## config.mk

```make
export PLATFORM = sky130hd
export DESIGN_NAME = apb_master_bridge
export DESIGN_NICKNAME = d
export VERILOG_FILES = /design/src/rtl/apb_master_bridge.sv
export SDC_FILE = /design/constraint.sdc
export NUM_CORES = 1
export LEC_CHECK = 0
export ABC_AREA = 1
export BUFFER_PORTS_ARGS = -buffer_cell sky130_fd_sc_hd__buf_2
export CORE_MARGIN = 1
export CORE_UTILIZATION = 51
export CTS_BUF_LIST = sky130_fd_sc_hd__clkbuf_4 sky130_fd_sc_hd__clkbuf_8
export DETAILED_ROUTE_END_ITERATION = 8
export GPL_TIMING_DRIVEN = 0
export HOLD_SLACK_MARGIN = 0.03
export PLACE_DENSITY = 0.88
export SLEW_MARGIN = 20
export SYNTH_ARGS = -nofsm -noshare
export SYNTH_HDL_FRONTEND = slang
export SYNTH_SLANG_ARGS = --single-unit
```

## constraint.sdc

```tcl
create_clock -name pclk -period 3.6 [get_ports pclk]
set_input_delay 0.36 -clock pclk [delete_from_list [all_inputs] [get_ports pclk]]
set_output_delay 0.36 -clock pclk [all_outputs]
set_load 0.01 [all_outputs]
```

## src/rtl/apb_master_bridge.sv

```systemverilog
// Single-transfer command/response to APB master bridge with a per-transfer
// pready timeout; all APB and response outputs come straight from flops.
module apb_master_bridge #(
  parameter int unsigned DATA_WIDTH = 32,
  parameter int unsigned ADDR_WIDTH = 32,
  parameter int unsigned TIMEOUT    = 16
) (
  input  logic                      pclk,
  input  logic                      preset,
  input  logic                      cmd_valid,
  output logic                      cmd_ready,
  input  logic                      cmd_write,
  input  logic [ADDR_WIDTH-1:0]     cmd_addr,
  input  logic [DATA_WIDTH-1:0]     cmd_wdata,
  input  logic [DATA_WIDTH/8-1:0]   cmd_strb,
  output logic                      rsp_valid,
  input  logic                      rsp_ready,
  output logic [DATA_WIDTH-1:0]     rsp_rdata,
  output logic                      rsp_err,
  output logic                      rsp_timeout,
  output logic                      psel,
  output logic                      penable,
  output logic                      pwrite,
  output logic [ADDR_WIDTH-1:0]     paddr,
  output logic [DATA_WIDTH-1:0]     pwdata,
  output logic [DATA_WIDTH/8-1:0]   pstrb,
  input  logic                      pready,
  input  logic                      pslverr,
  input  logic [DATA_WIDTH-1:0]     prdata
);

  localparam int unsigned STRB_W = DATA_WIDTH / 8;
  localparam int unsigned CNT_W  = $clog2(TIMEOUT) + 1;
  localparam logic [CNT_W-1:0] CNT_LAST = CNT_W'(TIMEOUT - 1);
  localparam logic [CNT_W-1:0] CNT_MAX  = '1;

  typedef enum logic [1:0] {IDLE, SETUP, ACCESS, RESP} state_e;

  state_e state_q, state_d;

  logic                  cmd_ready_q, cmd_ready_d;
  logic                  psel_q, psel_d;
  logic                  penable_q, penable_d;
  logic                  pwrite_q, pwrite_d;
  logic [ADDR_WIDTH-1:0] paddr_q, paddr_d;
  logic [DATA_WIDTH-1:0] pwdata_q, pwdata_d;
  logic [STRB_W-1:0]     pstrb_q, pstrb_d;
  logic                  rsp_valid_q, rsp_valid_d;
  logic [DATA_WIDTH-1:0] rsp_rdata_q, rsp_rdata_d;
  logic                  rsp_err_q, rsp_err_d;
  logic                  rsp_timeout_q, rsp_timeout_d;
  logic [CNT_W-1:0]      wait_cnt_q, wait_cnt_d;

  logic cmd_hs;
  logic access_done;
  logic access_tmo;

  assign cmd_hs      = cmd_valid && cmd_ready_q;
  assign access_done = (state_q == ACCESS) && pready;
  // pready wins over a timeout firing in the same cycle
  assign access_tmo  = (state_q == ACCESS) && !pready && (wait_cnt_q == CNT_LAST);

  // State and output registers
  always_ff @(posedge pclk) begin
    if (preset) begin
      state_q       <= IDLE;
      cmd_ready_q   <= 1'b0;
      psel_q        <= 1'b0;
      penable_q     <= 1'b0;
      pwrite_q      <= 1'b0;
      paddr_q       <= '0;
      pwdata_q      <= '0;
      pstrb_q       <= '0;
      rsp_valid_q   <= 1'b0;
      rsp_rdata_q   <= '0;
      rsp_err_q     <= 1'b0;
      rsp_timeout_q <= 1'b0;
      wait_cnt_q    <= '0;
    end else begin
      state_q       <= state_d;
      cmd_ready_q   <= cmd_ready_d;
      psel_q        <= psel_d;
      penable_q     <= penable_d;
      pwrite_q      <= pwrite_d;
      paddr_q       <= paddr_d;
      pwdata_q      <= pwdata_d;
      pstrb_q       <= pstrb_d;
      rsp_valid_q   <= rsp_valid_d;
      rsp_rdata_q   <= rsp_rdata_d;
      rsp_err_q     <= rsp_err_d;
      rsp_timeout_q <= rsp_timeout_d;
      wait_cnt_q    <= wait_cnt_d;
    end
  end

  // Next-state logic
  always_comb begin
    state_d = state_q;
    unique case (state_q)
      IDLE:    if (cmd_hs) state_d = SETUP;
      SETUP:   state_d = ACCESS;
      ACCESS:  if (access_done || access_tmo) state_d = RESP;
      RESP:    if (rsp_ready) state_d = IDLE;
      default: state_d = IDLE;
    endcase
  end

  // Output/datapath next values, decoded from the upcoming state so they land with it
  always_comb begin
    cmd_ready_d   = (state_d == IDLE);
    psel_d        = (state_d == SETUP) || (state_d == ACCESS);
    penable_d     = (state_d == ACCESS);
    rsp_valid_d   = (state_d == RESP);
    pwrite_d      = pwrite_q;
    paddr_d       = paddr_q;
    pwdata_d      = pwdata_q;
    pstrb_d       = pstrb_q;
    rsp_rdata_d   = rsp_rdata_q;
    rsp_err_d     = rsp_err_q;
    rsp_timeout_d = rsp_timeout_q;
    wait_cnt_d    = wait_cnt_q;

    if (cmd_hs) begin
      pwrite_d = cmd_write;
      paddr_d  = cmd_addr;
      pwdata_d = cmd_write ? cmd_wdata : '0;
      pstrb_d  = cmd_write ? cmd_strb : '0;
    end

    if (state_q == SETUP) begin
      wait_cnt_d = '0;
    end else if ((state_q == ACCESS) && !pready && (wait_cnt_q != CNT_MAX)) begin
      wait_cnt_d = wait_cnt_q + CNT_W'(1);
    end

    if (access_done) begin
      rsp_rdata_d   = pwrite_q ? '0 : prdata;
      rsp_err_d     = pslverr;
      rsp_timeout_d = 1'b0;
    end else if (access_tmo) begin
      rsp_rdata_d   = '0;
      rsp_err_d     = 1'b1;
      rsp_timeout_d = 1'b1;
    end
  end

  assign cmd_ready   = cmd_ready_q;
  assign psel        = psel_q;
  assign penable     = penable_q;
  assign pwrite      = pwrite_q;
  assign paddr       = paddr_q;
  assign pwdata      = pwdata_q;
  assign pstrb       = pstrb_q;
  assign rsp_valid   = rsp_valid_q;
  assign rsp_rdata   = rsp_rdata_q;
  assign rsp_err     = rsp_err_q;
  assign rsp_timeout = rsp_timeout_q;

endmodule

```

==> results.yml, run 1 <==
clocking:
  postCtsHoldBufs: 0
  cts_resized: 0
  worstSkewPairLatency_ns: 0.41
  htreeDepth: 4
  root_buffer: "clkbuf_8"
  cts.path.max_buffers: 2
  clock_sinks: 114
  cts_tree: "done"
  post_cts_buffers: 0
  clk_pin_slew_ns: 0.07
  cts_buffers: 17
synthesis:
  synth_edf_count: 0
  syn_avg_cell_area_um2: 8.07
  yosysUniqueCellTypes: 25
  synth_top_area_share_pct: 53.7
  syn_inst: 526
  yosysWarnings: 0
  ys.flop_type: "dfxtp_1"
  synth_area_mm2: 0.00425
  ys_ff_latch: 114
  syn-num-nets: 639
  seq_area_frac_synth_pct: 53.7
  synth-async-reset-ratio_pct: 0
  synthTopCellsByCount: "nand2_1 (125), dfxtp_1 (114), nor2_1 (73)"
  synthTopCellsByArea: "dfxtp_1 (54%), nand2_1 (11%), a21oi_1 (8.4%)"
  yosysTopAreaCell: "dfxtp_1"
  synth_most_common_cell: "nand2_1"
power:
  p_sw_mw: 1.04
  p_leak_nw: 2.78
  powerDensity_mw_per_mm2: 594
  p_int_mw: 2.45
  p_comb_share_pct: 21.8
  seq_power_share_pct: 42.5
  peakVddDrop_mv: 0.337
  switching_share_pct: 29.8
  finalPower_mw: 3.49
  pwr-share-clk_pct: 35.7
floorplanning:
  die_area_mm2: 0.00870
  io_pins: 214
  fp.dieH_um: 93.3
  coreArea_mm2: 0.00789
  die_w_um: 93.3
  rows: 32
  start_util_pct: 53.8
sta:
  slew_headroom_pct: 69.7
  finalSetupViolCount: 0
  fin_tns_setup_ns: 0
  slew_viol_final: 0
  max_freq_mhz: 560
  min_period_ns: 1.79
  rsz0062_at_grt: "false"
  fin_skew_ns: 0.0119
  finalCritPeriodShare_pct: 49.6
  finalHoldViolations: 0
  fin_hold_ws_ns: 0.189
  worst_pin_slew_ns: 0.454
finish:
  multiInputGateArea_mm2: 0.00168
  final_nets: 871
  area_growth_syn_to_layout_pct: 38.2
  register_area_mm2: 0.00228
  instances_no_fill: 873
  nFillCells: 622
  antennaDiodeCount: 0
  fin_util_pct: 74.4
  drive_gt1_share_pct: 36.7
placement:
  dpl.cell_count: 841
  numPortBuffers: 213
  place_congestion: 0.819
  dpl.hpwl_mm: 8.76
worst_setup_path:
  slowest_stage: "dfxtp_1"
  crit_buf_inv: 1
  crit_type: "flip-flop to flip-flop"
  crit_required_ns: 3.88
  critical_path.top_delay_family: "adder cells"
  cp_cell_sequence: "ha_1 -> nand2_1 -> nor2_1 -> ha_1 -> o21ai_4 -> nand2_1 -> ha_1 -> inv_1 -> nor2_1"
  cp_max_fo: 7
  path_common_cell: "ha_1"
  max_stage_delay_ns: 0.35
  worstSetupStartpointType: "flip-flop"
  arrival_ns: 2.07
  end_kind: "flip-flop"
routing:
  vias: 4350
  vias_per_cell: 4.98
  drt_wl_total_mm: 11.4
  wire_per_inst_um: 13.1
  ant_nets: 0
  dr.pass1.iters: 4
  drt-initial-drc-count: 140
  drc: 0
global_route:
  grt_max_degree: 17
  gr-total-overflow: 0
  grt_pass1_vias: 4012
  antenna_found_initial: 0
  grt_pass1_wl_mm: 17.7
  grt_util_all_layers_pct: 26.1
job:
  cap_violations: 0
run_status:
  outcome: "finished clean"
min_path:
  holdCritPathClass: "input port to flip-flop"
==> metal layers <==
metal	vias to the layer above	track usage (%)	share of wire, %
li1	2166	-	-
met1	1965	29.0	40
met2	195	45.6	50
met3	24	8.46	8.1
met4	0	11.3	2.3
met5	-	0	0
==> cell type report <==
class	instances	share of cell area (%)
Multi-Input combinational cell	358	28.7
Buffer	33	3.43
Inverter	21	1.34
Clock buffer	20	4.69
Sequential cell	114	38.9
Timing Repair Buffer	213	18.2
Clock inverter	12	2.64
Tap cell	102	2.17
==> cells by family (layout without fill, tap and decap cells) <==
| family | Yosys count | count (layout) | synth area share [%] |
|---|---|---|---|
| compound gates | 111 | 111 | 13.7 |
| xor+xnor | 1 | 1 | 0.206 |
| fa+ha+maj | 6 | 6 | 1.77 |
| buf+inv | 54 | 299 | 6.60 |
| flops | 114 | 114 | 53.7 |
| simple gates | 240 | 240 | 24.0 |
==> worst register-to-register path, delay by kind of cell, from the launching register on <==
kind                       cells  cell delay, ns
buffers and inverters          1            0.06
AOI/OAI and AO/OA              1            0.24
and+or+nand+nor                4            0.27
adders and majority gates      3            0.74
DFF                            1            0.35
==> cell usage in the layout, fill, tap and decap left out, drive strengths merged <==
master,n
a21oi,74
a31oi,1
buf,238
bufinv,3
clkbuf,28
clkinv,3
clkinvlp,5
dfxtp,114
ha,6
inv,22
nand2,127
nand3,36
nand4,1
nor2,76
o21a,1
o21ai,35
xor2,1
==> sequential cells by signal, indices dropped and copies added (netlist names), 2 cells and up <==
signal,cells
paddr,32
pstrb,4
pwdata,32
rsp_rdata,32
state_q,2
wait_cnt_q,5
==> worst paths after layout <==
| kind | startpoint | to | slack [ns] | depth (start not counted) |
|---|---|---|---|---|
| min reg2reg | pwdata[7]$_SDFFE_PP0P_ | pwdata[7]$_SDFFE_PP0P_ | 0.46 | 2 |
| min | cmd_wdata[7] | pwdata[7]$_SDFFE_PP0P_ | 0.19 | 3 |
| max reg2reg | wait_cnt_q[0]$_SDFFE_PP0P_ | psel$_SDFF_PP0_ | 1.81 | 9 |
| max | wait_cnt_q[0]$_SDFFE_PP0P_ | psel$_SDFF_PP0_ | 1.81 | 9 |
==> power by group through the flow <==
stage	registers [mW]	logic (mW)	clock network, mW
3_3_place_gp	1.50	0.736	0
3_5_place_dp	1.51	0.762	0
6_report	1.48	0.761	1.25
5_1_grt	1.50	0.854	1.33
2_1_floorplan	1.57	0.394	0
4_1_cts	1.48	0.765	1.26
==> through the flow <==
stage	worst slack (ns)	area [um2]
after floorplan	2.01	4250
after global placement	1.88	5440
after detailed placement	1.83	5440
after CTS	1.81	5870
after global routing	1.64	5870
final	1.81	5870
Power figures use the tool's default switching activity.
==> inputs of run 2 (changes only) <==
--- a/config.mk
+++ b/config.mk
@@ -5,15 +5,15 @@
 export SDC_FILE = /design/constraint.sdc
 export NUM_CORES = 1
 export LEC_CHECK = 0
-export ABC_AREA = 1
+export ABC_AREA = 0
 export BUFFER_PORTS_ARGS = -buffer_cell sky130_fd_sc_hd__buf_2
 export CORE_MARGIN = 1
-export CORE_UTILIZATION = 51
+export CORE_UTILIZATION = 47
 export CTS_BUF_LIST = sky130_fd_sc_hd__clkbuf_4 sky130_fd_sc_hd__clkbuf_8
 export DETAILED_ROUTE_END_ITERATION = 8
 export GPL_TIMING_DRIVEN = 0
 export HOLD_SLACK_MARGIN = 0.03
-export PLACE_DENSITY = 0.88
+export PLACE_DENSITY = 0.82
 export SLEW_MARGIN = 20
 export SYNTH_ARGS = -nofsm -noshare
 export SYNTH_HDL_FRONTEND = slang
==> constraint.sdc (replaced) <==
create_clock -name pclk -period 1.7 [get_ports pclk]
set_input_delay 0.17 -clock pclk [delete_from_list [all_inputs] [get_ports pclk]]
set_output_delay 0.17 -clock pclk [all_outputs]
set_load 0.01 [all_outputs]
==> run 2 against run 1 <==
Compared with the run above: worst hold slack got worse by 0.15 ns; routed wire length rose by 27%; setup slack worse by 1.8 ns; via count is 16% higher; cell count rose by 9.7%; flip-flop and latch count stayed put; total power grew 75%; clock skew rose by 0.0017 ns; non-clock buffer count up 102; clock-buffer cell count grew 1; synthesized area down 1.1%; critical path depth decreased by 2; largest power group unchanged.
==> results.yml, run 2 <==
global_route:
  gr-total-overflow: 0
  met2_usage_pct: 52.7
  busiest_layer: "met2"
  grt_pass1_wl_mm: 21.1
  grtUsageMet3_pct: 7.43
  grt_pass1_vias: 4682
  grt_util_all_layers_pct: 29.8
  grt_max_degree: 17
  grt_use_met1_pct: 31.4
  antenna_found_initial: 0
sta:
  worst_pin_slew_ns: 0.578
  min_period_ns: 1.66
  rsz0062_at_grt: "false"
  slew_viol_final: 0
  fin_skew_ns: 0.0136
  finalCritPeriodShare_pct: 97.4
  max_freq_mhz: 604
  finalHoldViolations: 0
  finalSetupViolCount: 0
  slew_headroom_pct: 61.5
worst_setup_path:
  crit_required_ns: 2.03
  crit_type: "flip-flop to flip-flop"
  reg2reg_slack_ns: 0.04
  arrival_ns: 1.99
  slowest_stage: "dfxtp_2"
  cp-endpoint: "rsp_rdata[11]$_SDFFE_PP0P_"
  worstSetupStartpointType: "flip-flop"
  max_stage_delay_ns: 0.34
  worst_r2r_path_depth: 7
  crit_path_start: "wait_cnt_q[0]$_SDFFE_PP0P_"
  cp_cell_sequence: "ha_4 -> and3_4 -> ha_4 -> nor2_4 -> buf_2 -> o21ai_0 -> a21oi_1"
  path_common_cell: "ha_4"
  cp_max_fo: 7
  timing.rr.end: "rsp_rdata[11]$_SDFFE_PP0P_"
  r2r_start: "wait_cnt_q[0]$_SDFFE_PP0P_"
  end_kind: "flip-flop"
power:
  peakVddDrop_mv: 0.643
  finalPower_mw: 6.09
  p_leak_nw: 3.04
  powerDensity_mw_per_mm2: 900
routing:
  vias_per_cell: 5.28
  wire_per_inst_um: 15.2
  vias: 5061
  drc: 0
  drt-initial-drc-count: 175
  ant_nets: 0
  drt_wl_total_mm: 14.5
  dr.pass1.iters: 5
clocking:
  cts_tree: "done"
  clock_sinks: 114
  root_buffer: "clkbuf_8"
  cts.path.max_buffers: 2
  cts_buffers: 17
  worstSkewPairLatency_ns: 0.41
  htreeDepth: 4
  clk_pin_slew_ns: 0.07
floorplanning:
  start_util_pct: 48.4
  io_pins: 214
  die_area_mm2: 0.00932
  fp.dieH_um: 96.5
  coreArea_mm2: 0.00868
  die_w_um: 96.5
  rows: 34
synthesis:
  yosysUniqueCellTypes: 28
  synth_area_mm2: 0.00420
  synth_top_area_share_pct: 54.4
  seq_area_frac_synth_pct: 54.4
  syn-num-nets: 626
  synth_edf_count: 0
  synth-async-reset-ratio_pct: 0
  synthMuxAreaShare_pct: 0.477
  synthTopCellsByCount: "nand2_1 (138), dfxtp_1 (114), a21oi_1 (104)"
  syn_avg_cell_area_um2: 8.19
  synth_most_common_cell: "nand2_1"
  yosysWarnings: 0
  yosysTopAreaCell: "dfxtp_1"
  ys_ff_latch: 114
  synthTopCellsByArea: "dfxtp_1 (54%), a21oi_1 (12%), nand2_1 (12%)"
  syn_inst: 513
  synth_top_family_by_area: "simple AND/OR/NAND/NOR gates"
  synth-compound-area-share_pct: 17.9
  synth_adder_area_share_pct: 1.79
  synthXorXnorAreaFrac_pct: 0.209
  ys.flop_type: "dfxtp_1"
  synth-simple-area-share_pct: 19.9
job:
  cap_violations: 0
finish:
  antennaDiodeCount: 0
  layout_commonest_cell: "buf_2"
  final_cell_mix: "buf_2 (221), nand2_1 (138), dfxtp_1 (112)"
  final_area_mm2: 0.00676
  final_nets: 950
  drive_gt1_share_pct: 32.1
  area_growth_syn_to_layout_pct: 61.1
  instances_no_fill: 958
placement:
  place_congestion: 0.822
  numPortBuffers: 211
  dpl.cell_count: 832
  dpl.hpwl_mm: 8.85
  postPlaceCellArea_mm2: 0.00539
run_status:
  outcome: "finished clean"
min_path:
  holdCritPathClass: "input port to flip-flop"
## run 2: cell families (layout without fill, tap and decap cells)
family | after synthesis | after routing
xor gates and xnor gates | 1 | 1
adders and majority gates | 6 | 6
buffers and inverters | 49 | 386
muxes | 2 | 2
AOI/OAI and AO/OA | 146 | 146
and+or+nand+nor | 195 | 195
DFF | 114 | 114
## run 2: cell type report
class / instances / area, um2
Inverter: 6 / 22.5
Sequential cell: 114 / 2280
Timing Repair Buffer: 305 / 1990
Clock buffer: 21 / 270
Tap cell: 108 / 135
Buffer: 43 / 225
Clock inverter: 11 / 88.8
Fill cell: 581 / 1920
Multi-Input combinational cell: 350 / 1750
## run 2: power breakdown
group | internal [mW] | leakage [nW] | switching (mW)
Sequential | 2.79 | 0.925 | 0.0586
Clock | 1.22 | 0.189 | 1.07
Combinational | 0.445 | 1.92 | 0.504
## run 2: critical path: cells and delay by family (launching register included)
family	cells	cell delay (ns)
AND/OR/NAND/NOR	2	0.43
buffers and inverters	1	0.21
adder cells (fa/ha/maj)	2	0.34
flip-flops	1	0.34
AO/OA/AOI/OAI	2	0.26
## run 2: worst min path at each step
stage | startpoint | end | slack [ns] | cells past startpoint
after floorplan | pready | rsp_timeout$_SDFFE_PP0P_ | 0.27 | 1
after global placement | cmd_addr[24] | paddr[24]$_SDFFE_PP0P_ | 0.41 | 3
after detailed placement | cmd_addr[21] | paddr[21]$_SDFFE_PP0P_ | 0.42 | 3
after CTS | cmd_wdata[19] | pwdata[19]$_SDFFE_PP0P_ | 0.03 | 3
after global routing | cmd_strb[2] | pstrb[2]$_SDFFE_PP0P_ | 0.04 | 3
final | cmd_wdata[31] | pwdata[31]$_SDFFE_PP0P_ | 0.04 | 3
## run 2: what timing repair did
action | CTS | global route
setup buffers | 1 | 1
endpoints found under the setup margin | 40 | 37
pin swaps | 1 | 3
cloned | 0 | 1
hold endpoints to repair | 91 | 0
hold buffers | 91 | 0
resized for setup | 14 | 14
## run 2: per-layer routing
layer  vias up  routed length (um)
met3        73                 886
li1       2369                   -
met2       259                7420
met4         0                 703
met5         -                   0
met1      2360                5520
## run 2: stage by stage
| stage | hold WS [ns] | setup WS (ns) | TNS (ns) | util (%) |
|---|---|---|---|---|
| 4_1_cts | 0.0301 | 0.00351 | 0 | 77.3 |
| 2_1_floorplan | 0.267 | 0.0177 | 0 | - |
| 3_5_place_dp | 0.415 | -0.341 | -9.00 | 62.1 |
| 3_3_place_gp | 0.412 | -0.211 | -6.20 | 62.1 |
| 5_1_grt | 0.0415 | 0.000698 | 0 | 77.9 |
| 6_report | 0.0435 | 0.0449 | 0 | 77.9 |
